**config.mk**
```make
export PLATFORM = sky130hd
export DESIGN_NAME = plic_apb_mtx
export DESIGN_NICKNAME = d
export VERILOG_FILES = /design/src/rtl/plic_apb_mtx.sv
export SDC_FILE = /design/constraint.sdc
export NUM_CORES = 1
export LEC_CHECK = 0
export BUFFER_PORTS_ARGS = -buffer_cell sky130_fd_sc_hd__buf_4
export CELL_PAD_IN_SITES_DETAIL_PLACEMENT = 1
export CELL_PAD_IN_SITES_GLOBAL_PLACEMENT = 1
export CORE_ASPECT_RATIO = 0.8
export CORE_MARGIN = 8
export CORE_UTILIZATION = 30
export CTS_BUF_LIST = sky130_fd_sc_hd__clkbuf_8
export DETAILED_ROUTE_END_ITERATION = 8
export PLACE_DENSITY_LB_ADDON = 0.1
export SLEW_MARGIN = 20
export SYNTH_ARGS = -nofsm -noshare
export SYNTH_HDL_FRONTEND = slang
export SYNTH_SLANG_ARGS = --single-unit
```
**constraint.sdc**
```tcl
create_clock -name plic_clk -period 3.1 [get_ports plic_clk]
set_input_delay 0.31 -clock plic_clk [delete_from_list [all_inputs] [get_ports plic_clk]]
set_output_delay 0.31 -clock plic_clk [all_outputs]
set_load 0.02 [all_outputs]
```
**src/rtl/plic_apb_mtx.sv**
```systemverilog
// APB bus matrix in front of the PLIC register slaves: one host transfer at a time, decoded to one of four slaves.
// Optional access timeout is built only when PLIC_APB_TIMEOUT_EN is defined.
module plic_apb_mtx #(
   parameter int                ADDR_W  = 27,
   parameter int                TMO_W   = 8,
   parameter logic [TMO_W-1:0]  TMO_CYC = 8'd255
) (
   input  logic               plic_clk,
   input  logic               plicrst,
   input  logic               ciu_plic_psel,
   input  logic               ciu_plic_penable,
   input  logic               ciu_plic_pwrite,
   input  logic               ciu_plic_psec,
   input  logic [ADDR_W-1:0]  ciu_plic_paddr,
   input  logic [1:0]         ciu_plic_pprot,
   input  logic [31:0]        ciu_plic_pwdata,
   output logic [31:0]        plic_ciu_prdata,
   output logic               plic_ciu_pready,
   output logic               plic_ciu_pslverr,
   output logic [3:0]         bus_mtx_plic_psel,
   output logic               bus_mtx_plic_penable,
   output logic               bus_mtx_plic_pwrite,
   output logic               bus_mtx_plic_psec,
   output logic [ADDR_W-1:0]  bus_mtx_plic_paddr,
   output logic [1:0]         bus_mtx_plic_pprot,
   output logic [31:0]        bus_mtx_plic_pwdata,
   input  logic [127:0]       slv_prdata,
   input  logic [3:0]         slv_pready,
   input  logic [3:0]         slv_pslverr
);

   typedef enum logic [1:0] {IDLE, SETUP, ACCESS, RESP} state_t;

   state_t              state_q, state_d;
   logic [ADDR_W-1:0]   addr_q, addr_d;
   logic [31:0]         wdata_q, wdata_d;
   logic                write_q, write_d;
   logic [1:0]          prot_q, prot_d;
   logic                sec_q, sec_d;
   logic [1:0]          sel_q, sel_d;
   logic [31:0]         rdata_q, rdata_d;
   logic                err_q, err_d;
`ifdef PLIC_APB_TIMEOUT_EN
   logic [TMO_W-1:0]    cnt_q, cnt_d;
`endif

   logic                req_map;
   logic [1:0]          req_sel;
   logic                active;
   logic                resp;

   function automatic logic [2:0] decode(input logic [ADDR_W-1:0] a);
      logic [31:0] a32;
      a32 = 32'(a);
      if (a32 <= 32'h0000FFF)      decode = 3'b100;
      else if (a32 <= 32'h0001FFF) decode = 3'b101;
      else if (a32 <= 32'h1FFEFFF) decode = 3'b110;
      else if (a32 <= 32'h1FFFFFF) decode = 3'b111;
      else                         decode = 3'b000;
   endfunction

   assign {req_map, req_sel} = decode(ciu_plic_paddr);

   always_comb begin
      state_d = state_q;
      addr_d  = addr_q;
      wdata_d = wdata_q;
      write_d = write_q;
      prot_d  = prot_q;
      sec_d   = sec_q;
      sel_d   = sel_q;
      rdata_d = rdata_q;
      err_d   = err_q;
`ifdef PLIC_APB_TIMEOUT_EN
      cnt_d   = cnt_q;
`endif
      unique case (state_q)
         IDLE: begin
            if (ciu_plic_psel && !ciu_plic_penable) begin
               addr_d  = ciu_plic_paddr;
               wdata_d = ciu_plic_pwdata;
               write_d = ciu_plic_pwrite;
               prot_d  = ciu_plic_pprot;
               sec_d   = ciu_plic_psec;
               sel_d   = req_sel;
               if (req_map) begin
                  state_d = SETUP;
               end else begin
                  state_d = RESP;
                  rdata_d = '0;
                  err_d   = 1'b1;
               end
            end
         end
         SETUP: begin
            state_d = ACCESS;
`ifdef PLIC_APB_TIMEOUT_EN
            cnt_d   = '0;
`endif
         end
         ACCESS: begin
            if (slv_pready[sel_q]) begin
               // Write responses carry no data back to the host.
               rdata_d = write_q ? 32'h0 : slv_prdata[{sel_q, 5'b0} +: 32];
               err_d   = slv_pslverr[sel_q];
               state_d = RESP;
            end
`ifdef PLIC_APB_TIMEOUT_EN
            else begin
               cnt_d = cnt_q + 1'b1;
               if (cnt_d == TMO_CYC) begin
                  rdata_d = '0;
                  err_d   = 1'b1;
                  state_d = RESP;
               end
            end
`endif
         end
         RESP: begin
            state_d = IDLE;
         end
         default: state_d = IDLE;
      endcase
   end

   always_ff @(posedge plic_clk or posedge plicrst) begin
      if (plicrst) begin
         state_q <= IDLE;
         addr_q  <= '0;
         wdata_q <= '0;
         write_q <= 1'b0;
         prot_q  <= '0;
         sec_q   <= 1'b0;
         sel_q   <= '0;
         rdata_q <= '0;
         err_q   <= 1'b0;
`ifdef PLIC_APB_TIMEOUT_EN
         cnt_q   <= '0;
`endif
      end else begin
         state_q <= state_d;
         addr_q  <= addr_d;
         wdata_q <= wdata_d;
         write_q <= write_d;
         prot_q  <= prot_d;
         sec_q   <= sec_d;
         sel_q   <= sel_d;
         rdata_q <= rdata_d;
         err_q   <= err_d;
`ifdef PLIC_APB_TIMEOUT_EN
         cnt_q   <= cnt_d;
`endif
      end
   end

   // Outputs are gated by the state register so an async reset clears them immediately.
   assign active = (state_q == SETUP) || (state_q == ACCESS);
   assign resp   = (state_q == RESP);

   assign bus_mtx_plic_psel    = active ? (4'b0001 << sel_q) : 4'b0000;
   assign bus_mtx_plic_penable = (state_q == ACCESS);
   assign bus_mtx_plic_pwrite  = active & write_q;
   assign bus_mtx_plic_psec    = active & sec_q;
   assign bus_mtx_plic_paddr   = active ? addr_q : '0;
   assign bus_mtx_plic_pprot   = active ? prot_q : 2'b00;
   assign bus_mtx_plic_pwdata  = active ? wdata_q : 32'h0;

   assign plic_ciu_pready  = resp;
   assign plic_ciu_pslverr = resp & err_q;
   assign plic_ciu_prdata  = resp ? rdata_q : 32'h0;

endmodule
```
# Yosys cells after proc, flatten, opt, wreduce, memory -nomap -nowiden
# Cells that the tools add are included.
# totals
regBits	100
inputBits	203
output_inout_bits	102
elab_cells	59
# op_classes
n_lt_le_gt_ge	5
eq_ne	6
shifts	2
mux	26
bitwise_logic	3
reduce_logical	8
# ops
operator	n
two-way mux 32 bit	6
indexed part select 128 x 8 -> 32 bit	1
case mux 32 bit (2 select lines)	1
<= comparator 27 x 25 -> 1 bit, second input constant	2
<= comparator 27 x 12 -> 1 bit, second input constant	1
<= comparator 27 x 13 -> 1 bit, second input constant	1
two-way mux 27 bit	1
two-way mux 3 bit	4
two-way mux 2 bit	4
case mux 2 bit (4 select lines)	1
two-way mux 1 bit	5
binary-select mux 1 bit (select 2 bit)	2
== test 2 bit, second input constant	2
two-way mux 4 bit	1
!= test 2 bit, second input constant	2
AND reduction 2 bit	2
AND reduction 4 bit	1
left shift 1 x 2 -> 4 bit, first input constant	1
AND 1 bit	3
less-than comparator 2 x 3 -> 1 bit, second input constant	1
== test 2 x 1 -> 1 bit, second input constant	1
zero test 2 bit	1
!= test 2 x 1 -> 1 bit, second input constant	1
case mux 1 bit (2 select lines)	1
4 further kinds	4

# Depth between registers and ports, before layout
# Gate-level depths: netlist of the first run.
# logic_depth
word_depth	8
depth_mapped	7
mapped_depth_nobuf	6

# Worst setup path before layout of the first run
# Ideal clock, no wire load.
# synth_timing
kind	register to register
from	reg state_q[0]
to	reg rdata_q[0]
setup_ps	125
arrival_ps	1723
t_required_ps	2975
setup_slack_ps	1253
path_stages_with_launch	7
n_path_buf	1
synth_period_minus_slack_ps	1847
path_cell_list	dfrtp_1 inv_1 ha_1 nand2b_1 a21oi_2 buf_4 mux2_2
# synth_between
elab_chain_cells	3
elab_cells_between_ends	8
cone_classes	eq/ne (4); mux (1); reduce/logical (3)
# synth_lines
element	line_no	text
start, declared	34	state_t state_q, state_d;
start signal, assigned	141	state_q <= state_d;
== test 2 bit (*)	-	
via bus_mtx_plic_penable	21	output logic bus_mtx_plic_penable,
!= test 2 x 1 -> 1 bit (no line) or nonzero test 2 bit (tied branches)	-	
AND reduction 4 bit (no line)	-	
end signal, assigned	148	rdata_q <= rdata_d;
end, declared	41	logic [31:0] rdata_q, rdata_d;
# The timed path passes the listed nets; every way through them passes the cells marked *.
# A chain may end at the register's enable or synchronous reset.

# Final worst setup path of the first run
# layout_timing
from	reg state_q[1]
to	out bus_mtx_plic_paddr[13]
# layout_between
elab_chain_cells	3
elab_cells_between_ends	4
cone_classes	eq/ne (2); mux (1); reduce/logical (1)
# layout_lines
element	line_no	text
== test 2 x 1 -> 1 bit or == test 2 bit (tied branches)	157	assign active = (state_q == SETUP) || (state_q == ACCESS);
logical OR 1 bit (*)	157	
two-way mux 27 bit (*)	164	assign bus_mtx_plic_paddr = active ? addr_q : '0;
end, declared	24	output logic [ADDR_W-1:0] bus_mtx_plic_paddr,
# Mark *: on every way between the ends. The rest lies on a longest branch, timed or not.

==> results of run 1 <==
worst max-delay path by stage:
stage	start	slack [ns]	end
floorplan	plicrst	0.17	addr_q[0]
global placement	sel_q[0]	0.98	rdata_q[27]
detailed placement	state_q[1]	0.93	bus_mtx_plic_paddr[7]
finish	state_q[1]	0.57	bus_mtx_plic_paddr[13]
CTS	state_q[1]	0.47	bus_mtx_plic_paddr[7]
global route	state_q[1]	0.35	bus_mtx_plic_pwdata[3]
through the flow:
step,util [%],total power [uW],hold slack [ns]
6_report,45.8,7580,0.0255
5_1_grt,45.8,8140,0.0585
4_1_cts,45.8,7760,0.0291
3_5_place_dp,44.8,6890,0.467
3_3_place_gp,44.8,6780,0.466
2_1_floorplan,-,4940,0.438
kinds of logic after synthesis:
| group | synth area share [%] |
|---|---|
| AND/OR/NAND/NOR | 17.3 |
| AO/OA/AOI/OAI | 0.806 |
| adder cells (fa/ha/maj) | 0.895 |
| multiplexers | 33.2 |
| flip-flops | 44.8 |
| buffers and inverters | 3.04 |
layout make-up:
type,instances,area [um2],area share (%)
Sequential cell,100,2500,30.0
Clock buffer,9,124,1.48
Tap cell,253,317,3.79
Clock inverter,7,60.1,0.720
Multi-Input combinational cell,300,2930,35.1
Timing Repair Buffer,314,2390,28.7
Inverter,4,17.5,0.210
flip-flops by register name, summed over array words and instances, names as in the netlist:
signal	cells
write_q	1
sel_q	2
rdata_q	32
addr_q	27
state_q	2
prot_q	2
err_q	1
sec_q	1
wdata_q	32
worst reg2reg max path: stages (launching register included):
cell,delay [ns]
dfrtp_2,0.74
nand2b_1,0.18
o22ai_1,0.14
a21oi_4,0.13
buf_4,0.40
mux2_2,0.41
routing by layer:
| metal | up-vias | wire [um] | global-route usage (%) |
|---|---|---|---|
| met4 | 0 | 359 | 4.74 |
| met2 | 190 | 10000 | 29.7 |
| met3 | 20 | 1970 | 7.48 |
| met1 | 2304 | 7740 | 18.8 |
| met5 | - | 0 | 0 |
| li1 | 2108 | - | - |
power by group through the flow:
stage / Clock, uW / Combinational (uW) / Sequential, uW
after floorplan: 0 / 2870 / 2060
after global placement: 0 / 4630 / 2150
after detailed placement: 0 / 4710 / 2180
after CTS: 873 / 4740 / 2150
after global routing: 908 / 5000 / 2230
final: 814 / 4610 / 2150
cells in the final DEF (no fill, tap or decap), types with 2 or more instances in the layout:
cell | synthesis | routed
buf_4 | 3 | 311
buf_12 | 0 | 3
nand4_1 | 2 | 2
clkinvlp_4 | 0 | 2
nor2_1 | 4 | 4
a21o_1 | 2 | 2
inv_1 | 4 | 3
nand2_1 | 7 | 6
nor2b_1 | 33 | 33
mux4_2 | 33 | 33
nand2b_1 | 4 | 4
and2_1 | 96 | 96
a21oi_1 | 2 | 2
nor4_1 | 3 | 3
and4_1 | 3 | 3
inv_8 | 0 | 2
mux2_2 | 98 | 98
clkbuf_8 | 0 | 9
dfrtp_2 | 0 | 2
ha_1 | 4 | 4
dfrtp_1 | 100 | 98
==> qor.csv, run 1 <==
metric,value,unit
timing.critical_path.slowest_cell_delay,0.74,ns
grt_start_max_net_pins,53,
synth.avg_cell_area,12.9,um2
power_density,908,mW/mm2
syn_inst,435,
core-area,0.0182,mm2
synth_seq_cells,100,
final_layout_size_suffix_gt1_share,63.5,%
final.setup_skew,0.0101,ns
cts_hold_repair.buffers,0,
final_hold_viol_count,0,
cts_max_path_buffers,2,
clock_power_share,10.8,%
synth.largest_area_cell,dfrtp_1,
insertedDiodeCount,0,
global_route_wire_length_before_repair,31.0,mm
totalNegativeSetupSlack,0,ns
async_flop_share,100,%
vias_per_cell,4.68,
clock-sinks,100,
first_global_vias,5299,
initial_utilization,30.7,%
setup.reg_to_reg.worst_slack,0.99,ns
setup_violations,0,
power.sequential.fraction,28.3,%
num_io_pins,305,
postSynthNetCount,642,
synth_seq_area_share,44.8,%
final.period_utilization,81.6,%
num-fill-cells,1976,
ir_drop,0.000468,V
path_clk_slew,0.11,ns
chipHeight,138,um
cts_root_buffer,clkbuf_8,
class_of_the_tightest_hold_or_removal_check,in -> async,
ys.flop_type,dfrtp_1,
worstPathBufferInverterCount,3,
hpwl,16.0,mm
initial_antenna_violation_count,0,
relSlewSlack,52.1,%
critical-path-top-delay-family,adder cells,
synth_edf_count,0,
synthToLayoutAreaGrowth,49.3,%
cts_resized,0,
postPlaceCellArea,0.00816,mm2
synth_largest_type_area_fraction,44.8,%
clock_latency,0.38,ns
cts.htree.levels,3,
detailed_router_iteration_count_before_antenna_repair,4,
cellLeakagePower,0.00400,uW
crit_top_cell,buf_4,
route.final.wire_length,20.1,mm
final.min_clock_period,2.53,ns
num_vias,4622,
rsz0062_at_grt,no,
detail_route.wl_per_cell,20.4,um
gr-usage-all-layers,17.1,%
finish.instance_area,0.00835,mm2
cp_data_required_time,2.79,ns
total_switching_power,3160,uW
tritoncts_buffer_count,9,
drc,0,
dp_cells,971,
setup_ws,0.572,ns
setup.worst_path.class,reg -> out,
nets,936,
tightest_slew,0.718,ns
route.antenna.remaining_nets,0,
post-synth-top-count-cell,dfrtp_1,
dp_worst_setup_slack,0.928,ns
globalRoute.totalOverflow,0,
gp_routability_congestion,0.847,
cts_tree,built,
yosys-top-cells-area,"dfrtp_1 45%, mux2_2 20%, mux4_2 13%",
portBuffers,304,
r2r-start,sel_q[0],
fmax,396,MHz
ys.warnings.count,0,
cp-end-kind,primary output,
post_cts_repair_timing_setup_buffer_count,0,
mappedNetlistArea,0.00559,mm2
finalMaxSlewViolations,0,
timing.critical_path.arrival,2.22,ns
detail_route.iter0.violations,101,
intPower,4420,uW
fin_cells,987,
critPathMaxFanout,24,
combPwrFrac,60.9,%
die_area,0.0233,mm2
fp.dieW,169,um
path_cells,inv_1 > ha_1 > buf_4 > and2_1 > buf_4,
critical_path.reg2reg.endpoint,rdata_q[6],
status,"finished, final reports clean",
netSwitchingFraction,41.7,%
post_synth_num_cell_types,28,
drv.max_cap_violation_count,0,
reg2reg_depth,5,
placementRows,44,
path_depth,5,
worst_setup_path_start_kind,register,
synth.top_cells.by_count,"100 x dfrtp_1, 98 x mux2_2, 96 x and2_1",
critPathSlowestCell,ha_1,
Power figures use the tool's default switching activity.
==> run 2: changes to the inputs <==
--- a/config.mk
+++ b/config.mk
@@ -5,12 +5,13 @@
 export SDC_FILE = /design/constraint.sdc
 export NUM_CORES = 1
 export LEC_CHECK = 0
+export ABC_AREA = 1
 export BUFFER_PORTS_ARGS = -buffer_cell sky130_fd_sc_hd__buf_4
 export CELL_PAD_IN_SITES_DETAIL_PLACEMENT = 1
 export CELL_PAD_IN_SITES_GLOBAL_PLACEMENT = 1
 export CORE_ASPECT_RATIO = 0.8
 export CORE_MARGIN = 8
-export CORE_UTILIZATION = 30
+export CORE_UTILIZATION = 28
 export CTS_BUF_LIST = sky130_fd_sc_hd__clkbuf_8
 export DETAILED_ROUTE_END_ITERATION = 8
 export PLACE_DENSITY_LB_ADDON = 0.1
==> constraint.sdc (replaced) <==
create_clock -name plic_clk -period 2.25 [get_ports plic_clk]
set_input_delay 0.225 -clock plic_clk [delete_from_list [all_inputs] [get_ports plic_clk]]
set_output_delay 0.225 -clock plic_clk [all_outputs]
set_load 0.02 [all_outputs]
==> run 2 against run 1 <==
Against the previous run:
- critical endpoint is now bus_mtx_plic_pwdata[12]
- global-route usage up 1.9 points
- the flow now finishes with violations (hold timing)
- area after synthesis up 9.6%
- die area grew 15%
- routed wire length grew 30%
- synthesized cell count is 130% higher
- register-to-register slack got worse by 0.63 ns
- non-clock buffer count grew 8
- flip-flop and latch count is the same
- largest power group unchanged
- critical path depth up 1
==> qor.csv, run 2 <==
metric,value,unit,change
initial_utilization,28.5,%,-2.2 points
timing.hold.ws,-0.0239,ns,-0.0493 ns
final.min_clock_period,2.06,ns,
initial_antenna_violation_count,2,,+2
grt_start_max_net_pins,101,,+91%
nets,1458,,+56%
final_core_utilization,41.4,%,-4.4 points
cts_max_path_buffers,2,,unchanged
synth_seq_cells,100,,unchanged
rsz0062_at_grt,no,,
setup_ws,0.188,ns,-0.384 ns
totalNegativeSetupSlack,0,ns,unchanged
synth.largest_area_cell,dfrtp_1,,
detail_route.wl_per_cell,17.0,um,-16%
finish.instance_area,0.00889,mm2,+6.6%
synthToLayoutAreaGrowth,45.2,%,
fmax,485,MHz,
largest_registers,"rdata_q: 32 flops, wdata_q: 32 flops, addr_q: 27 flops",,
cp_data_required_time,2.03,ns,-0.76 ns
placementRows,48,,+9.1%
path_clk_slew,0.11,ns,about the same
globalRoute.totalOverflow,0,,unchanged
num_vias,6924,,+50%
final_hold_viol_count,10,,+10
syn_inst,981,,+130%
synth.top_cells.by_count,"462 x nand2_1, 144 x nand3_1, 107 x inv_1",,
first_global_vias,7294,,+38%
mappedNetlistArea,0.00612,mm2,+9.6%
cts_root_buffer,clkbuf_8,,
core-area,0.0215,mm2,+18%
num_io_pins,305,,unchanged
worst_setup_path_start_kind,register,,
post-synth-top-count-cell,nand2_1,,
timing.critical_path.arrival,1.84,ns,-0.38 ns
route.antenna.remaining_nets,0,,unchanged
critPathMaxFanout,41,,+71%
drv.max_cap_violation_count,0,,unchanged
cts_hold_repair.buffers,0,,unchanged
route.final.wire_length,26.1,mm,+30%
setup_violations,0,,unchanged
fp.dieW,181,um,+7.6%
global_route_wire_length_before_repair,41.1,mm,+33%
vias_per_cell,4.52,,-3.5%
class_of_the_tightest_hold_or_removal_check,in -> async,,
power,10900,uW,+44%
postSynthNetCount,1188,,+85%
failed_checks,hold timing,,
die_area,0.0269,mm2,+15%
final.setup_skew,0.0170,ns,+0.00688 ns
postPlaceCellArea,0.00864,mm2,+5.8%
synth.avg_cell_area,6.24,um2,-51%
async_flop_share,100,%,unchanged
clock_latency,0.38,ns,about the same
power_density,1230,mW/mm2,+35%
relSlewSlack,39.6,%,-13 points
cts_tree,built,,
detailed_router_iteration_count_before_antenna_repair,4,,unchanged
portBuffers,304,,unchanged
synth_largest_type_area_fraction,40.9,%,-3.9 points
ys.flop_type,dfrtp_1,,
setup.worst_path.class,reg -> out,,
clock-sinks,100,,unchanged
detail_route.iter0.violations,372,,+270%
chipHeight,148,um,+7.4%
cp-end-kind,primary output,,
final_layout_size_suffix_gt1_share,27.8,%,-36 points
synth_edf_count,0,,unchanged
tightest_slew,0.903,ns,+0.185 ns
drc,0,,unchanged
finalMaxSlewViolations,0,,unchanged
status,"finished, violations left",,
tritoncts_buffer_count,9,,unchanged
cellLeakagePower,0.00564,uW,+41%
synth_seq_area_share,40.9,%,-3.9 points
post_synth_num_cell_types,22,,-21%
dp_worst_setup_slack,0.331,ns,-0.597 ns
yosys-top-cells-area,"dfrtp_1 41%, nand2_1 28%, nand3_1 12%",,
ys.warnings.count,0,,unchanged
most_frequent_standard_cell_in_the_layout_excluding_fill_and_tap_cells,nand2_1,,
final.period_utilization,91.6,%,
gp_routability_congestion,0.790,,-6.6%
hpwl,19.5,mm,+22%
gr-usage-all-layers,19.1,%,+1.9 points
ir_drop,0.000576,V,+23%
layout.cells.most_common_list,"462 x nand2_1, 319 x buf_4, 143 x nand3_1",,
cts.htree.levels,3,,unchanged
-- run 2: layout make-up --
class,instances,area (um2)
tap,275,344
clock buffer,10,138
antenna,1,2.50
inverter,110,417
fill,2846,12600
clock inverter,6,111
timing repair buffer,322,2450
multi-input combinational,708,2930
sequential,100,2500
-- run 2: power by group --
part,internal [uW],leakage [uW],switching (uW),total [uW]
Sequential,2580,0.00128,435,3010
Combinational,2260,0.00423,4170,6430
Clock,773,0.000128,681,1450
-- run 2: timing repair --
action / CTS / global route
buffers inserted: 0 / 0
endpoints found under the setup margin: 0 / 41
gates resized for setup: 0 / 1
-- run 2: kinds of logic (layout without fill, tap and decap cells) --
group,count (synthesis),count (layout),share of synthesized area (%)
simple gates,692,692,45.8
other cells,0,1,0
fa+ha+maj,4,4,0.817
flops,100,100,40.9
compound gates,12,12,1.02
buf+inv,173,448,11.5
-- run 2: per-layer routing --
metal  vias to the layer above  wire (um)  global-route usage (%)
met1                      3236      11900                    24.6
met2                       168      12100                    31.3
met5                         -         13                       0
met4                         2        485                    4.46
li1                       3492          -                       -
met3                        26       1600                    5.44
-- run 2: worst max-delay path, cell delays in order, from the launching register on --
cell and delay [ns]:
dfrtp_1 0.39, inv_1 0.09, ha_2 0.36, buf_6 0.31, nand2_1 0.09, inv_1 0.08
buf_4 0.14
-- run 2: final timing paths --
check / start / to / slack [ns] / cells after the start
setup / recovery: state_q[1] / bus_mtx_plic_pwdata[12] / 0.19 / 6
hold / removal: plicrst / wdata_q[28] / -0.02 / 3
setup reg to reg: state_q[1] / rdata_q[7] / 0.36 / 7
hold reg to reg: addr_q[25] / addr_q[25] / 0.49 / 2
max in group asynchronous: plicrst / sel_q[1] / 1.74 / 3
min in group plic_clk: ciu_plic_pwdata[3] / wdata_q[3] / 0.03 / 3
-- run 2: through the flow --
| step | hold WS (ns) | cells |
|---|---|---|
| final | -0.0239 | 1532 |
| after global routing | 0.00100 | 1532 |
| after CTS | 0.00228 | 1531 |
| after detailed placement | 0.425 | 1515 |
| after global placement | 0.420 | 1515 |
| after floorplan | 0.335 | 981 |
